[src/rtl/s3g_tx_arbiter.sv]
// rtl/s3g_tx_arbiter.sv - round-robin arbiter sharing one s3g_tx packet transmitter
// Optional S3G_TX_ARB_PRIO0_EN: requester 0 gets strict priority over the round-robin set.
module s3g_tx_arbiter #(
    parameter int NUM_REQ      = 2,
    parameter int MAX_LEN      = 16,
    parameter int BUSY_TIMEOUT = 255
) (
    input  logic                         clk,
    input  logic                         rst_n,
    input  logic [NUM_REQ-1:0]           req,
    input  logic [NUM_REQ*8-1:0]         req_len,
    input  logic [NUM_REQ*MAX_LEN*8-1:0] req_buf,
    output logic [NUM_REQ-1:0]           req_ack,
    output logic [NUM_REQ-1:0]           req_done,
    output logic [NUM_REQ-1:0]           req_err,
    input  logic                         tx_busy,
    output logic                         tx_packet_wr,
    output logic [7:0]                   tx_payload_len,
    output logic [MAX_LEN*8-1:0]         tx_buf,
    output logic [2:0]                   grant_id,
    output logic                         active
);

    typedef enum logic [1:0] {IDLE, ISSUE, WAIT_BUSY, WAIT_DONE} state_t;

    localparam int              CNT_W     = $clog2(BUSY_TIMEOUT + 1);
    localparam logic [CNT_W-1:0] CNT_LAST = CNT_W'(BUSY_TIMEOUT - 1);
    localparam logic [7:0]      MAX_LEN_B = 8'(MAX_LEN);

    state_t                 state, state_n;
    logic [2:0]             ptr, ptr_n;
    logic [CNT_W-1:0]       cnt, cnt_n;
    logic [2:0]             grant_n;
    logic                   wr_n;
    logic [7:0]             len_n;
    logic [MAX_LEN*8-1:0]   buf_n;
    logic [NUM_REQ-1:0]     ack_n, done_n, err_n;

    logic                   found;
    logic [2:0]             win;
    logic [3:0]             idx;
    logic [NUM_REQ-1:0]     req_shift;
    logic [NUM_REQ*8-1:0]   len_shift;
    logic [NUM_REQ*MAX_LEN*8-1:0] buf_shift;
    logic [7:0]             len_sel;

    // Winner search starts one past the last winner so it is checked last.
    always_comb begin
        found     = 1'b0;
        win       = 3'd0;
        idx       = 4'd0;
        req_shift = '0;
`ifdef S3G_TX_ARB_PRIO0_EN
        if (req[0]) begin
            found = 1'b1;
            win   = 3'd0;
        end
`endif
        for (int k = 1; k <= NUM_REQ; k++) begin
            idx = {1'b0, ptr} + 4'(k);
            if (idx >= 4'(NUM_REQ))
                idx = idx - 4'(NUM_REQ);
            req_shift = req >> idx;
            if (!found && req_shift[0]) begin
                found = 1'b1;
                win   = idx[2:0];
            end
        end
    end

    always_comb begin
        len_shift = req_len >> (int'(win) * 8);
        buf_shift = req_buf >> (int'(win) * MAX_LEN * 8);
        len_sel   = len_shift[7:0];
    end

    always_comb begin
        state_n = state;
        ptr_n   = ptr;
        cnt_n   = cnt;
        grant_n = grant_id;
        wr_n    = 1'b0;
        len_n   = tx_payload_len;
        buf_n   = tx_buf;
        ack_n   = '0;
        done_n  = '0;
        err_n   = '0;
        case (state)
            IDLE: begin
                if (found && !tx_busy) begin
                    grant_n = win;
                    len_n   = (len_sel > MAX_LEN_B) ? MAX_LEN_B : len_sel;
                    buf_n   = buf_shift[MAX_LEN*8-1:0];
                    ack_n   = NUM_REQ'(1) << win;
                    state_n = ISSUE;
                end
            end
            ISSUE: begin
                wr_n    = 1'b1;
                cnt_n   = '0;
                state_n = WAIT_BUSY;
            end
            WAIT_BUSY: begin
                if (tx_busy) begin
                    state_n = WAIT_DONE;
                end else if (cnt == CNT_LAST) begin
                    done_n  = NUM_REQ'(1) << grant_id;
                    err_n   = NUM_REQ'(1) << grant_id;
                    ptr_n   = grant_id;
                    state_n = IDLE;
                end else begin
                    cnt_n = cnt + 1'b1;
                end
            end
            WAIT_DONE: begin
                if (!tx_busy) begin
                    done_n  = NUM_REQ'(1) << grant_id;
                    ptr_n   = grant_id;
                    state_n = IDLE;
                end
            end
            default: state_n = IDLE;
        endcase
    end

    always_ff @(posedge clk or negedge rst_n) begin
        if (!rst_n) begin
            state          <= IDLE;
            ptr            <= 3'd0;
            cnt            <= '0;
            grant_id       <= 3'd0;
            tx_packet_wr   <= 1'b0;
            tx_payload_len <= 8'd0;
            tx_buf         <= '0;
            req_ack        <= '0;
            req_done       <= '0;
            req_err        <= '0;
        end else begin
            state          <= state_n;
            ptr            <= ptr_n;
            cnt            <= cnt_n;
            grant_id       <= grant_n;
            tx_packet_wr   <= wr_n;
            tx_payload_len <= len_n;
            tx_buf         <= buf_n;
            req_ack        <= ack_n;
            req_done       <= done_n;
            req_err        <= err_n;
        end
    end

    assign active = (state != IDLE);

endmodule

[config.mk]
export PLATFORM = sky130hd
export DESIGN_NAME = s3g_tx_arbiter
export DESIGN_NICKNAME = d
export VERILOG_FILES = /design/src/rtl/s3g_tx_arbiter.sv
export SDC_FILE = /design/constraint.sdc
export NUM_CORES = 1
export LEC_CHECK = 0
export CORE_AREA = 2 2 163 165
export CTS_CLUSTER_SIZE = 14
export DETAILED_ROUTE_END_ITERATION = 6
export DIE_AREA = 0 0 165 167
export PLACE_DENSITY = 0.71
export SYNTH_ARGS = -nofsm -noshare
export SYNTH_HDL_FRONTEND = slang
export SYNTH_SLANG_ARGS = --single-unit
export TNS_END_PERCENT = 1
[constraint.sdc]
create_clock -name clk -period 7 [get_ports clk]
set_input_delay 1.4 -clock clk [delete_from_list [all_inputs] [get_ports clk]]
set_output_delay 1.4 -clock clk [all_outputs]
set_load 0.1 [all_outputs]
# Yosys cells after proc, flatten, opt, wreduce, memory -nomap -nowiden
# Cells that the tools add are included.
[word_totals]
regBits = 159
wordCells = 73
[op_classes]
n_addsub = 5
order_cmp = 3
eq_ne = 10
n_shift = 6
mux = 27
reduce_logical = 12
[op_table]
columns = ["op", "n"]
rows = [
  ["256-bit by 10-bit right shift with 128-bit output", 1],
  ["8-bit two-way mux", 3],
  ["2-bit two-way mux", 10],
  ["8-bit case mux with 2 select lines", 1],
  ["16-bit by 6-bit right shift with 8-bit output", 1],
  ["3-bit two-way mux", 5],
  ["2-bit != test (second input constant)", 5],
  ["8-bit by 1-bit adder with 8-bit output (second input constant)", 1],
  ["8-bit equality test (second input constant)", 1],
  ["4-bit by 2-bit >= comparator with 1-bit output (second input constant)", 2],
  ["8-bit by 5-bit greater-than comparator with 1-bit output (second input constant)", 1],
  ["4-bit two-way mux", 2],
  ["2-bit case mux with 4 select lines", 1],
  ["2-bit by 4-bit right shift with 1-bit output", 2],
  ["4-bit by 2-bit subtractor with 4-bit output (second input constant)", 2],
  ["3-bit case mux with 2 select lines", 1],
  ["3-bit AND reduction", 2],
  ["2-bit nonzero test", 3],
  ["1-bit by 3-bit left shift with 2-bit output (first input constant)", 2],
  ["3-bit by 1-bit adder with 4-bit output (second input constant)", 1],
  ["3-bit by 2-bit adder with 4-bit output (second input constant)", 1],
  ["2-bit equality test (second input constant)", 2],
  ["2-bit case mux with 2 select lines", 1],
  ["4-bit AND reduction", 1],
  ["7 further kinds", 11],
]

# Logic depth before layout (Yosys ltp)
# Gate-level depths: netlist of the first run.
[depth]
word_depth = 11
depth_mapped = 13
ltp_nobuf = 11

# Worst setup path after synthesis of the first run
# No wires, ideal clock.
[synth_timing]
kind = "input port to flip-flop"
startpoint = "input req[1]"
endpoint = "register tx_buf[100]"
setup_ns = 0.083
arrival_ns = 2.815
slack_ns = 4.102
path_stages = 8
path_cell_list = "and3_1 -> o22a_2 -> o21ai_2 -> buf_2 -> buf_2 -> clkbuf_1 -> nand2_1 -> o21ai_0"
[synth_via]
elab_chain_len = 7
word_cells_on_any_way = 11
cone_classes = "shift: 3; mux: 4; reduce/logical: 4"
[synth_lines]
columns = ["item", "line", "text"]
rows = [
  ["start, declared", "10", "input logic [NUM_REQ-1:0] req,"],
  ["parallel branches: the longest is 7 deep, another holds 256-bit by 10-bit right shift with 128-bit output", "--", ""],
  ["end signal, assigned", "145", "tx_buf <= buf_n;"],
  ["end, declared", "19", "output logic [MAX_LEN*8-1:0] tx_buf,"],
]
# Several ways; the timed one is not identified.
# A chain may end at the register's enable or synchronous reset.

# Worst setup path in the final report of the first run
[layout_timing]
startpoint = "register ptr[0]"
endpoint = "register tx_buf[46]"
[layout_via]
elab_chain_len = 10
word_cells_on_any_way = 19
cone_classes = "add/sub: 4; order compare: 2; shift: 3; mux: 6; reduce/logical: 4"
[layout_lines]
columns = ["item", "line", "text"]
rows = [
  ["start, declared", "31", "logic [2:0] ptr, ptr_n;"],
  ["start signal, assigned", "140", "ptr <= ptr_n;"],
  ["parallel branches: the longest is 10 deep, another holds 3-bit by 1-bit adder with 4-bit output", "--", ""],
]
# Several ways; the timed one is not identified.

==> summary.log, run 1 <==
INFO  outcome        result_of_the_run=finished clean
INFO  drt            post-route-drc-count=0
INFO  clock_tree     cts_htree_levels=4
INFO  clock_tree     ctsHoldBuffers=0
INFO  pwr            power_density_normalized_to_cell_area=550nW/um^2
INFO  placement      worst_slack_at_placement=2740ps
INFO  clock_tree     cts.root.buffer_cell=sky130_fd_sc_hd__clkbuf_16
INFO  clock_tree     insertion_delay=420ps
INFO  drt            via_per_inst=4.50
INFO  floorplan      placementRows=59
INFO  run            max-cap-violations=0
INFO  sta            maxSlewHeadroom=27.2%
INFO  drt            drt-wirelength-per-cell=16.1um
INFO  floorplan      initial_utilization=29.3%
INFO  hold_path      worstHoldPathType=reg2reg
INFO  clock_tree     worst_setup_hold_path_clk_slew=70ps
INFO  cells_and_area fill_cells=2460
INFO  logic_synthesis post_synthesis_net_count=1014
INFO  global_route   grt_max_degree=130
INFO  worst_setup_path worst-path-max-fanout=40
INFO  logic_synthesis yosys-top-cells-area=sky130_fd_sc_hd__dfrtp_1 53%, sky130_fd_sc_hd__mux2i_1 17%, sky130_fd_sc_hd__o21ai_0 9.3%
INFO  worst_setup_path worstRegToRegCells=11
INFO  global_route   first_global_vias=6617
INFO  placement      hpwlAfterDp=18300um
INFO  global_route   grt.overflow.total=0
INFO  pwr            cellLeakagePower=5.29nW
INFO  floorplan      io_pins=424
INFO  global_route   global_route_wire_length_before_repair=35900um
INFO  logic_synthesis synth_top_area_share=52.7%
INFO  floorplan      die_area=27600squm
INFO  sta            setup_violations=0
INFO  cells_and_area num_antenna_cells=0
INFO  logic_synthesis netlist.top_cell.by_area=sky130_fd_sc_hd__dfrtp_1
INFO  clock_tree     post-cts-setup-buffers=0
INFO  logic_synthesis post_synth.cell_area_avg=10.4squm
INFO  floorplan      die_h=167um
INFO  logic_synthesis count_of_flip_flops_with_a_built_in_enable_after_synthesis=0
INFO  worst_setup_path arrival_worst_endpoint=4270ps
INFO  sta            setup_tns=0ps
INFO  drt            drt_wl_total=23800um
INFO  logic_synthesis syn_area=7550squm
INFO  drt            drt-initial-drc-count=291
INFO  worst_setup_path worstReg2RegEnd=tx_buf[46]$_DFFE_PN0P_
INFO  worst_setup_path worst_setup_path_start_kind=flip-flop
INFO  sta            rsz0062_at_grt=false
INFO  worst_setup_path worstSetupEndpointType=flip-flop
INFO  drt            route.antenna.remaining_nets=0
INFO  clock_tree     clock_tree_from_tritoncts=yes
INFO  clock_tree     resized_after_cts=0
INFO  logic_synthesis synth-seq-area-share=52.7%
INFO  logic_synthesis synth-warning-count=0
INFO  sta            fin_crit_sh=57.6%
INFO  logic_synthesis synth-seq-cells=159
INFO  logic_synthesis synth_most_common_cell=sky130_fd_sc_hd__dfrtp_1
INFO  sta            final.min_clock_period=4030ps
INFO  clock_tree     cts_buffer_depth=2
INFO  worst_setup_path crit_type=reg2reg
INFO  pwr            vdd_drop_max=0.000302V
INFO  worst_setup_path rrSetupSlack=2970ps
INFO  worst_setup_path crit_required=7240ps
INFO  logic_synthesis number_of_cells_produced_by_synthesis=728
INFO  logic_synthesis ys.flop_type=sky130_fd_sc_hd__dfrtp_1
INFO  placement      gp_congestion=0.784
INFO  logic_synthesis post_synth_num_cell_types=44
INFO  logic_synthesis synth.cells.most_frequent=159 x sky130_fd_sc_hd__dfrtp_1, 146 x sky130_fd_sc_hd__nand2_1, 140 x sky130_fd_sc_hd__o21ai_0
INFO  logic_synthesis async_reset_ff_share=100%
INFO  cells_and_area layout.nets=1416
INFO  global_route   grt_antenna_before_repair=0
INFO  sta            timing.final.max_slew_violations=0
INFO  sta            final_critical_path_setup_slack=2970ps
INFO  sta            max_slew.worst_pin.slew=1090ps
INFO  floorplan      die_x=165um
INFO  hold_path      worstHoldEndpoint=cnt[5]$_DFFE_PN0P_
INFO  sta            fmax=248MHz
INFO  drt            firstDrtPassIters=4
INFO  sta            worst_setup_skew_after_layout=10.4ps
INFO  drt            dr_total_vias=6648
INFO  global_route   grt_usage=16.8%
INFO  floorplan      core=25800squm
INFO  cells_and_area syn2layout_area_growth=66.2%
INFO  placement      port_buffers=423
INFO  worst_setup_path crit-reg2reg-launch=ptr[0]$_DFFE_PN0P_
INFO  sta            final_hold_violations=0
INFO  cells_and_area drive_above_1_share=4.02%
INFO  clock_tree     cts_made_buffers=17
INFO  hold_path      hold_critical_path_depth=1
INFO  clock_tree     cts.sink_count=159
INFO  hold_path      worstHoldStart=cnt[5]$_DFFE_PN0P_
[per-stage QoR]
stage                     instances  power [W]  instance area, sq um  hold WS, ps  util (%)
after floorplan                 728    0.00498                  7550          438         -
after global placement         1446    0.00601                 12000          460      46.5
after detailed placement       1446    0.00606                 12000          467      46.5
after CTS                      1478    0.00698                 12500          480      48.7
after global routing           1478    0.00723                 12500          500      48.7
final                          1478    0.00691                 12500          468      48.7
[kinds of logic (layout without fill, tap and decap cells)]
kind of cell | after synthesis | count (layout) | synth area share (%)
DFF | 159 | 159 | 52.7
and+or+nand+nor | 207 | 207 | 11.7
xor gates and xnor gates | 4 | 4 | 0.464
adders and majority gates | 9 | 9 | 1.49
buffers and inverters | 53 | 468 | 4.13
muxes | 133 | 133 | 17.7
AOI/OAI and AO/OA | 163 | 163 | 11.8
[flip-flops by register name, indices dropped and copies added, names as in the netlist, 3 cells and up]
name,flops
tx_payload_len,8
grant_id,3
ptr,3
tx_buf,128
cnt,8
[worst max-delay path by stage]
stage | startpoint | end | slack, ps | depth (start not counted)
3_3_place_gp | req[0] | tx_buf[43]$_DFFE_PN0P_ | 2830 | 7
2_1_floorplan | req[1] | tx_buf[100]$_DFFE_PN0P_ | 4100 | 8
4_1_cts | ptr[0]$_DFFE_PN0P_ | tx_buf[39]$_DFFE_PN0P_ | 2950 | 11
6_report | ptr[0]$_DFFE_PN0P_ | tx_buf[46]$_DFFE_PN0P_ | 2970 | 11
5_1_grt | ptr[0]$_DFFE_PN0P_ | tx_buf[39]$_DFFE_PN0P_ | 2680 | 11
3_5_place_dp | req[0] | tx_buf[64]$_DFFE_PN0P_ | 2740 | 7
[report_power, final]
part | internal, W | total, W | switching [W]
combinational | 0.00118 | 0.00454 | 0.00336
sequential | 0.00127 | 0.00147 | 0.000198
clock | 0.000504 | 0.000901 | 0.000398
total | 0.00295 | 0.00691 | 0.00395
[final cells by class]
type / count / area (sq um) / share of cell area, %
Timing Repair Buffer: 429 / 4290 / 34.2
Sequential cell: 159 / 3980 / 31.7
Multi-Input combinational cell: 516 / 3270 / 26.1
Clock buffer: 21 / 450 / 3.59
Tap cell: 335 / 419 / 3.34
Clock inverter: 11 / 108 / 0.858
Inverter: 7 / 26.3 / 0.209
[layout by cell type, fill, tap and decap left out, drive strengths merged, types with 4 or more instances in the layout]
cell / n
a22o: 4
and2: 8
buf: 7
clkbuf: 21
clkdlybuf4s50: 422
clkinvlp: 5
dfrtp: 159
ha: 9
inv: 11
mux2i: 131
nand2: 146
nand3: 8
nor2: 24
nor3: 5
o21ai: 142
[critical path: stages (launching register included)]
cell	delay [ps]
sky130_fd_sc_hd__dfrtp_1	620
sky130_fd_sc_hd__inv_1	200
sky130_fd_sc_hd__ha_1	410
sky130_fd_sc_hd__inv_1	60
sky130_fd_sc_hd__ha_1	290
sky130_fd_sc_hd__nand3_1	120
sky130_fd_sc_hd__a21boi_4	220
sky130_fd_sc_hd__o21ai_2	120
sky130_fd_sc_hd__a21bo_4	700
sky130_fd_sc_hd__buf_4	690
sky130_fd_sc_hd__mux2i_1	240
sky130_fd_sc_hd__o21ai_0	100
[per-layer routing]
| layer | share of wire, % | track usage (%) | vias up |
|---|---|---|---|
| met3 | 8.6 | 5.40 | 26 |
| li1 | - | - | 3318 |
| met4 | 2.0 | 5.26 | 0 |
| met2 | 49 | 29.2 | 273 |
| met1 | 40 | 19.6 | 3031 |
| met5 | 0 | 0 | - |
Power figures use the tool's default switching activity.
==> run 2: changes to the inputs <==
--- a/config.mk
+++ b/config.mk
@@ -5,11 +5,11 @@
 export SDC_FILE = /design/constraint.sdc
 export NUM_CORES = 1
 export LEC_CHECK = 0
-export CORE_AREA = 2 2 163 165
+export CORE_AREA = 2 2 165 167
 export CTS_CLUSTER_SIZE = 14
 export DETAILED_ROUTE_END_ITERATION = 6
-export DIE_AREA = 0 0 165 167
-export PLACE_DENSITY = 0.71
+export DIE_AREA = 0 0 167 169
+export PLACE_DENSITY = 0.7
 export SYNTH_ARGS = -nofsm -noshare
 export SYNTH_HDL_FRONTEND = slang
 export SYNTH_SLANG_ARGS = --single-unit
==> constraint.sdc (replaced) <==
create_clock -name clk -period 3.88 [get_ports clk]
set_input_delay 0.776 -clock clk [delete_from_list [all_inputs] [get_ports clk]]
set_output_delay 0.776 -clock clk [all_outputs]
set_load 0.1 [all_outputs]
==> run 2 against run 1 <==
Die area grew 2.4%. Non-clock buffer count is 1 higher. Sequential power is 80% higher. Combinational power is 80% higher. Clock skew is essentially flat. Routed wire length decreased by 2.0%. Largest power group unchanged. Via count rose by 0.98%.
==> summary.log, run 2 (synthesis results as in run 1) <==
INFO  sta            fmax=292MHz [was 248 MHz]
INFO  sta            maxSlewHeadroom=31.2% [was 27.2%]
INFO  clock_tree     cts_buffer_depth=2 [unchanged]
INFO  clock_tree     post-cts-setup-buffers=0 [unchanged]
INFO  hold_path      worstHoldPathType=in2async [was reg2reg]
INFO  drt            via_per_inst=4.52 [was 4.50]
INFO  floorplan      die_x=167um [was 165 um]
INFO  cells_and_area layout.cells.most_common=sky130_fd_sc_hd__clkdlybuf4s50_1 [unchanged]
INFO  sta            setup_violations=0 [unchanged]
INFO  global_route   grt_antenna_before_repair=0 [unchanged]
INFO  sta            final_hold_violations=0 [unchanged]
INFO  pwr            cellLeakagePower=5.32nW [was 5.29 nW]
INFO  cells_and_area layout.nets=1417 [was 1416]
INFO  floorplan      initial_utilization=28.5% [was 29.3%]
INFO  worst_setup_path rrSetupSlack=460ps [was 2970 ps]
INFO  clock_tree     worst_setup_hold_path_clk_slew=80ps [was 70 ps]
INFO  drt            route.antenna.remaining_nets=0 [unchanged]
INFO  worst_setup_path worstSetupEndpointType=flip-flop [unchanged]
INFO  outcome        result_of_the_run=finished clean [unchanged]
INFO  sta            final.min_clock_period=3420ps [was 4030 ps]
INFO  sta            fin_crit_sh=88.1% [was 57.6%]
INFO  sta            timing.final.max_slew_violations=0 [unchanged]
INFO  cells_and_area max_reg_flops=128 [unchanged]
INFO  worst_setup_path crit_required=4150ps [was 7240 ps]
INFO  global_route   grt.overflow.total=0 [unchanged]
INFO  drt            drt-wirelength-per-cell=15.7um [was 16.1 um]
INFO  worst_setup_path worstRegToRegCells=11 [unchanged]
INFO  clock_tree     cts_htree_levels=4 [unchanged]
INFO  drt            drt_wl_total=23400um [was 23800 um]
INFO  pwr            power_density_normalized_to_cell_area=988nW/um^2 [was 550 nW/um^2]
INFO  clock_tree     cts_made_buffers=17 [unchanged]
INFO  clock_tree     cts.sink_count=159 [unchanged]
INFO  cells_and_area drive_above_1_share=4.37% [was 4.02%]
INFO  floorplan      placementRows=60 [was 59]
INFO  cells_and_area largest_register=tx_buf [unchanged]
INFO  floorplan      io_pins=424 [unchanged]
INFO  sta            worst_setup_skew_after_layout=10.3ps [was 10.4 ps]
INFO  floorplan      die_area=28200squm [was 27600 sq um]
INFO  cells_and_area fin_area=12600squm [was 12500 sq um]
INFO  worst_setup_path crit_type=reg2reg [unchanged]
INFO  floorplan      die_h=169um [was 167 um]
INFO  sta            rsz0062_at_grt=false [unchanged]
INFO  cells_and_area mostFrequentLayoutCells=422 x sky130_fd_sc_hd__clkdlybuf4s50_1, 159 x sky130_fd_sc_hd__dfrtp_1, 146 x sky130_fd_sc_hd__nand2_1 [unchanged]
INFO  floorplan      core=26500squm [was 25800 sq um]
INFO  placement      port_buffers=423 [unchanged]
INFO  global_route   grt_usage=16.5% [was 16.8%]
INFO  worst_setup_path worst-path-max-fanout=56 [was 40]
INFO  worst_setup_path worstReg2RegEnd=tx_buf[53]$_DFFE_PN0P_ [was tx_buf[46]$_DFFE_PN0P_]
INFO  placement      postPlaceCellArea=12100squm [was 12000 sq um]
INFO  cells_and_area syn2layout_area_growth=67.0% [was 66.2%]
INFO  clock_tree     clock_tree_from_tritoncts=yes [unchanged]
INFO  global_route   first_global_vias=6877 [was 6617]
INFO  sta            max_slew.worst_pin.slew=1030ps [was 1090 ps]
INFO  global_route   grt_max_degree=154 [was 130]
INFO  clock_tree     cts.root.buffer_cell=sky130_fd_sc_hd__clkbuf_16 [unchanged]
INFO  worst_setup_path worst_setup_path_start_kind=flip-flop [unchanged]
INFO  cells_and_area top_regs=tx_buf: 128 flops, cnt: 8 flops, tx_payload_len: 8 flops [unchanged]
INFO  sta            setup_tns=0ps [unchanged]
INFO  sta            final_critical_path_setup_slack=461ps [was 2970 ps]
INFO  drt            drt-initial-drc-count=342 [was 291]
INFO  clock_tree     resized_after_cts=0 [unchanged]
INFO  cells_and_area fill_cells=2508 [was 2460]
INFO  drt            post-route-drc-count=0 [unchanged]
INFO  worst_setup_path crit-reg2reg-launch=ptr[0]$_DFFE_PN0P_ [unchanged]
INFO  global_route   global_route_wire_length_before_repair=37000um [was 35900 um]
INFO  pwr            vdd_drop_max=0.000539V [was 0.000302 V]
INFO  drt            firstDrtPassIters=4 [unchanged]
INFO  cells_and_area num_antenna_cells=0 [unchanged]
INFO  clock_tree     insertion_delay=420ps [about the same]
INFO  drt            dr_total_vias=6713 [was 6648]
INFO  run            max-cap-violations=0 [unchanged]
INFO  clock_tree     ctsHoldBuffers=0 [unchanged]
INFO  placement      hpwlAfterDp=17700um [was 18300 um]
INFO  cells_and_area finalCoreUtilization=47.6% [was 48.7%]
INFO  worst_setup_path arrival_worst_endpoint=3690ps [was 4270 ps]
INFO  placement      gp_congestion=0.794 [was 0.784]
INFO  placement      worst_slack_at_placement=509ps [was 2740 ps]
-- run 2: final cells by class --
class,count,area [sq um],share of cell area [%]
clock buffer,17,425,3.37
clock inverter,15,126,1.00
inverter,7,26.3,0.208
multi-input combinational,516,3270,26.0
sequential,159,3980,31.6
tap,341,427,3.38
timing repair buffer,430,4350,34.5
-- run 2: metrics by stage --
stage / hold WS (ps) / instances / total power [W]
after floorplan: 438 / 728 / 0.00898
after global placement: 461 / 1453 / 0.0108
after detailed placement: 469 / 1453 / 0.0109
after CTS: 384 / 1485 / 0.0126
after global routing: 395 / 1485 / 0.0131
final: 350 / 1485 / 0.0125
-- run 2: routing by layer --
layer | track usage (%) | wire (um) | vias up
li1 | - | - | 3327
met1 | 20.0 | 9530 | 3081
met2 | 28.1 | 11500 | 279
met3 | 5.28 | 1880 | 26
met4 | 5.06 | 461 | 0
met5 | 0 | 0 | -
-- run 2: how the worst max path moves through the flow --
stage / startpoint / to / slack [ps] / cells after the start
detailed placement: ptr[0]$_DFFE_PN0P_ / tx_buf[53]$_DFFE_PN0P_ / 510 / 11
CTS: ptr[0]$_DFFE_PN0P_ / tx_buf[53]$_DFFE_PN0P_ / 450 / 11
finish: ptr[0]$_DFFE_PN0P_ / tx_buf[53]$_DFFE_PN0P_ / 460 / 11
floorplan: ptr[1]$_DFFE_PN0P_ / tx_buf[100]$_DFFE_PN0P_ / 1170 / 13
global placement: ptr[0]$_DFFE_PN0P_ / tx_buf[49]$_DFFE_PN0P_ / 640 / 11
global route: ptr[0]$_DFFE_PN0P_ / tx_buf[70]$_DFFE_PN0P_ / 170 / 11
-- run 2: worst max-delay path, stage by stage, from the launching register on --
cell,delay (ps)
sky130_fd_sc_hd__dfrtp_1,590
sky130_fd_sc_hd__inv_1,190
sky130_fd_sc_hd__ha_1,400
sky130_fd_sc_hd__inv_1,70
sky130_fd_sc_hd__ha_1,310
sky130_fd_sc_hd__nand3_1,130
sky130_fd_sc_hd__a21boi_4,220
sky130_fd_sc_hd__o21ai_2,120
sky130_fd_sc_hd__a21bo_4,440
sky130_fd_sc_hd__buf_12,370
sky130_fd_sc_hd__mux2i_1,250
sky130_fd_sc_hd__o21ai_0,100
-- run 2: power by group --
part	switching [W]	internal (W)
clock	0.000773	0.000842
sequential	0.000361	0.00229
combinational	0.00603	0.00216
total	0.00716	0.00529
==> run 3: changes to the inputs <==
--- a/config.mk
+++ b/config.mk
@@ -9,8 +9,9 @@
 export CTS_CLUSTER_SIZE = 14
 export DETAILED_ROUTE_END_ITERATION = 6
 export DIE_AREA = 0 0 167 169
+export GPL_TIMING_DRIVEN = 0
 export PLACE_DENSITY = 0.7
 export SYNTH_ARGS = -nofsm -noshare
 export SYNTH_HDL_FRONTEND = slang
 export SYNTH_SLANG_ARGS = --single-unit
-export TNS_END_PERCENT = 1
+export TNS_END_PERCENT = 100
==> run 3 against run 2 <==
Sequential cell count unchanged. Setup slack worse by 9.8 ps. Final cell count up 2.7%. Highest routed layer unchanged. Total power up 2.3%. Critical endpoint is now tx_buf[88]$_DFFE_PN0P_. Clock skew down 1.9 ps. Hold slack worse by 80 ps. Largest cell class unchanged. Largest power group unchanged.
==> summary.log, run 3 (synthesis results as in run 1) <==
INFO  pwr            power_density_normalized_to_cell_area=995nW/um^2 [was 988 nW/um^2]
INFO  floorplan      io_pins=424 [unchanged]
INFO  global_route   grt_max_degree=104 [was 154]
INFO  floorplan      die_x=167um [unchanged]
INFO  pwr            vdd_drop_max=0.000665V [was 0.000539 V]
INFO  worst_setup_path crit_type=reg2reg [unchanged]
INFO  cells_and_area fill_cells=2556 [was 2508]
INFO  placement      port_buffers=423 [unchanged]
INFO  clock_tree     cts_htree_levels=4 [unchanged]
INFO  cells_and_area multiInputGateArea=3270squm [about the same]
INFO  worst_setup_path worst_setup_path_start_kind=flip-flop [unchanged]
INFO  clock_tree     cts_buffer_depth=2 [unchanged]
INFO  global_route   grt_usage=18.4% [was 16.5%]
INFO  drt            met3_routed_wirelength=1910um [was 1880 um]
INFO  drt            topRoutingLayerUsed=met4 [unchanged]
INFO  worst_setup_path arrival_worst_endpoint=3760ps [was 3690 ps]
INFO  worst_setup_path crit_required=4210ps [was 4150 ps]
INFO  sta            final_critical_path_setup_slack=451ps [was 461 ps]
INFO  cells_and_area layout.cells.most_common=sky130_fd_sc_hd__clkdlybuf4s50_1 [unchanged]
INFO  sta            final_hold_violations=0 [unchanged]
INFO  placement      gp_congestion=0.785 [was 0.794]
INFO  floorplan      die_h=169um [unchanged]
INFO  hold_path      worstHoldPathType=in2async [unchanged]
INFO  clock_tree     worst_setup_hold_path_clk_slew=70ps [was 80 ps]
INFO  global_route   first_global_vias=7288 [was 6877]
INFO  global_route   global_route_wire_length_before_repair=40500um [was 37000 um]
INFO  drt            met2RoutedLength=13000um [was 11500 um]
INFO  sta            rsz0062_at_grt=false [unchanged]
INFO  drt            drt_wl_total=26000um [was 23400 um]
INFO  drt            drt-initial-drc-count=243 [was 342]
INFO  run            max-cap-violations=0 [unchanged]
INFO  sta            fmax=292MHz [about the same]
INFO  cells_and_area num_antenna_cells=0 [unchanged]
INFO  sta            timing.final.max_slew_violations=0 [unchanged]
INFO  drt            post-route-drc-count=0 [unchanged]
INFO  global_route   grt.overflow.total=0 [unchanged]
INFO  floorplan      die_area=28200squm [unchanged]
INFO  floorplan      initial_utilization=28.5% [unchanged]
INFO  clock_tree     cts_made_buffers=17 [unchanged]
INFO  clock_tree     cts.root.buffer_cell=sky130_fd_sc_hd__clkbuf_16 [unchanged]
INFO  drt            dr_total_vias=7035 [was 6713]
INFO  cells_and_area drive_above_1_share=6.17% [was 4.37%]
INFO  cells_and_area layout.cells.non_filler=1525 [was 1485]
INFO  clock_tree     clock_tree_from_tritoncts=yes [unchanged]
INFO  placement      worst_slack_at_placement=5.46ps [was 509 ps]
INFO  pwr            cellLeakagePower=5.43nW [was 5.32 nW]
INFO  cells_and_area sequential_cell_area=3980squm [unchanged]
INFO  cells_and_area mostFrequentLayoutCells=422 x sky130_fd_sc_hd__clkdlybuf4s50_1, 159 x sky130_fd_sc_hd__dfrtp_1, 146 x sky130_fd_sc_hd__nand2_1 [unchanged]
INFO  drt            firstDrtPassIters=5 [was 4]
INFO  sta            maxSlewHeadroom=30.0% [was 31.2%]
INFO  placement      hpwlAfterDp=20600um [was 17700 um]
INFO  cells_and_area syn2layout_area_growth=69.6% [was 67.0%]
INFO  cells_and_area layout.nets=1457 [was 1417]
INFO  sta            max_slew.worst_pin.slew=1050ps [was 1030 ps]
INFO  drt            m1WireLength=10600um [was 9530 um]
INFO  cells_and_area top_regs=tx_buf: 128 flops, cnt: 8 flops, tx_payload_len: 8 flops [unchanged]
INFO  cells_and_area max_reg_flops=128 [unchanged]
INFO  floorplan      placementRows=60 [unchanged]
INFO  drt            via_per_inst=4.61 [was 4.52]
INFO  cells_and_area largest_register=tx_buf [unchanged]
INFO  sta            final.min_clock_period=3430ps [was 3420 ps]
INFO  sta            worst_setup_skew_after_layout=8.46ps [was 10.3 ps]
INFO  worst_setup_path worstSetupEndpointType=flip-flop [unchanged]
INFO  worst_setup_path worst-path-max-fanout=10 [was 56]
INFO  placement      dp_cells=1493 [was 1453]
INFO  sta            setup_violations=0 [unchanged]
INFO  drt            route.antenna.remaining_nets=0 [unchanged]
INFO  drt            drt-wirelength-per-cell=17.1um [was 15.7 um]
INFO  floorplan      core=26500squm [unchanged]
INFO  sta            fin_crit_sh=88.4% [was 88.1%]
INFO  clock_tree     insertion_delay=420ps [about the same]
INFO  outcome        result_of_the_run=finished clean [unchanged]
INFO  global_route   grt_antenna_before_repair=0 [unchanged]
INFO  clock_tree     cts.sink_count=159 [unchanged]
==> run 3: metal layers <==
layer | up-vias | GRT usage, %
met5 | - | 0
met4 | 0 | 5.25
met3 | 26 | 5.54
met2 | 299 | 32.1
met1 | 3309 | 21.9
li1 | 3401 | -
==> run 3: path summary, 6_finish.rpt <==
| path | slack [ps] | from | cells after the start | end |
|---|---|---|---|---|
| hold / removal | 270 | rst_n | 1 | tx_buf[13]$_DFFE_PN0P_ |
| setup reg to reg | 450 | ptr[0]$_DFFE_PN0P_ | 13 | tx_buf[88]$_DFFE_PN0P_ |
| min in group clk | 480 | tx_buf[105]$_DFFE_PN0P_ | 2 | tx_buf[105]$_DFFE_PN0P_ |
| setup / recovery | 450 | ptr[0]$_DFFE_PN0P_ | 13 | tx_buf[88]$_DFFE_PN0P_ |
| max in group asynchronous | 2740 | rst_n | 2 | tx_buf[84]$_DFFE_PN0P_ |
| hold reg to reg | 480 | tx_buf[105]$_DFFE_PN0P_ | 2 | tx_buf[105]$_DFFE_PN0P_ |
==> run 3: critical path: stages (launching register included) <==
cell	delay, ps
sky130_fd_sc_hd__dfrtp_1	430
sky130_fd_sc_hd__inv_1	140
sky130_fd_sc_hd__ha_1	390
sky130_fd_sc_hd__inv_1	60
sky130_fd_sc_hd__ha_1	310
sky130_fd_sc_hd__nand3_1	150
sky130_fd_sc_hd__a21boi_4	90
sky130_fd_sc_hd__o22a_2	280
sky130_fd_sc_hd__o21ai_4	290
sky130_fd_sc_hd__clkbuf_4	330
sky130_fd_sc_hd__buf_2	340
sky130_fd_sc_hd__clkbuf_2	350
sky130_fd_sc_hd__nand2_1	80
sky130_fd_sc_hd__o21ai_0	80
==> run 3: area by class of cell <==
type                    instances  share of cell area (%)
repair buffers                424                    33.3
flip-flops and latches        159                    31.1
multi-input cells             516                    25.5
clock buffers                  19                    3.46
well taps                     341                    3.33
plain buffers                  46                    2.31
clock inverters                13                   0.811
inverters                       7                   0.205
==> run 3: timing repair <==
| action | CTS | global route |
|---|---|---|
| endpoints found under the setup margin | 2 | 71 |
| buffers inserted | 0 | 0 |
| hold buffers | 0 | 0 |
| hold endpoints to repair | 0 | 0 |
| resized for setup | 1 | 12 |
==> run 3: through the flow <==
| stage | hold WS, ps | TNS, ps | cell area [sq um] | power, W | utilization [%] |
|---|---|---|---|---|---|
| 6_report | 270 | 0 | 12800 | 0.0127 | 48.3 |
| 3_5_place_dp | 469 | 0 | 12200 | 0.0113 | 46.2 |
| 3_3_place_gp | 459 | -717080 | 12200 | 0.0112 | 46.1 |
| 5_1_grt | 277 | 0 | 12800 | 0.0133 | 48.3 |
| 2_1_floorplan | 438 | 0 | 7550 | 0.00898 | - |
| 4_1_cts | 263 | 0 | 12800 | 0.0129 | 48.3 |
==> run 3: power breakdown <==
| group | switching (W) | total (W) | internal, W | leakage, nW |
|---|---|---|---|---|
| clock | 0.000721 | 0.00157 | 0.000849 | 0.265 |
| combinational | 0.00624 | 0.00853 | 0.00229 | 3.12 |
| sequential | 0.000350 | 0.00264 | 0.00229 | 2.04 |
| total | 0.00731 | 0.0127 | 0.00543 | 5.43 |
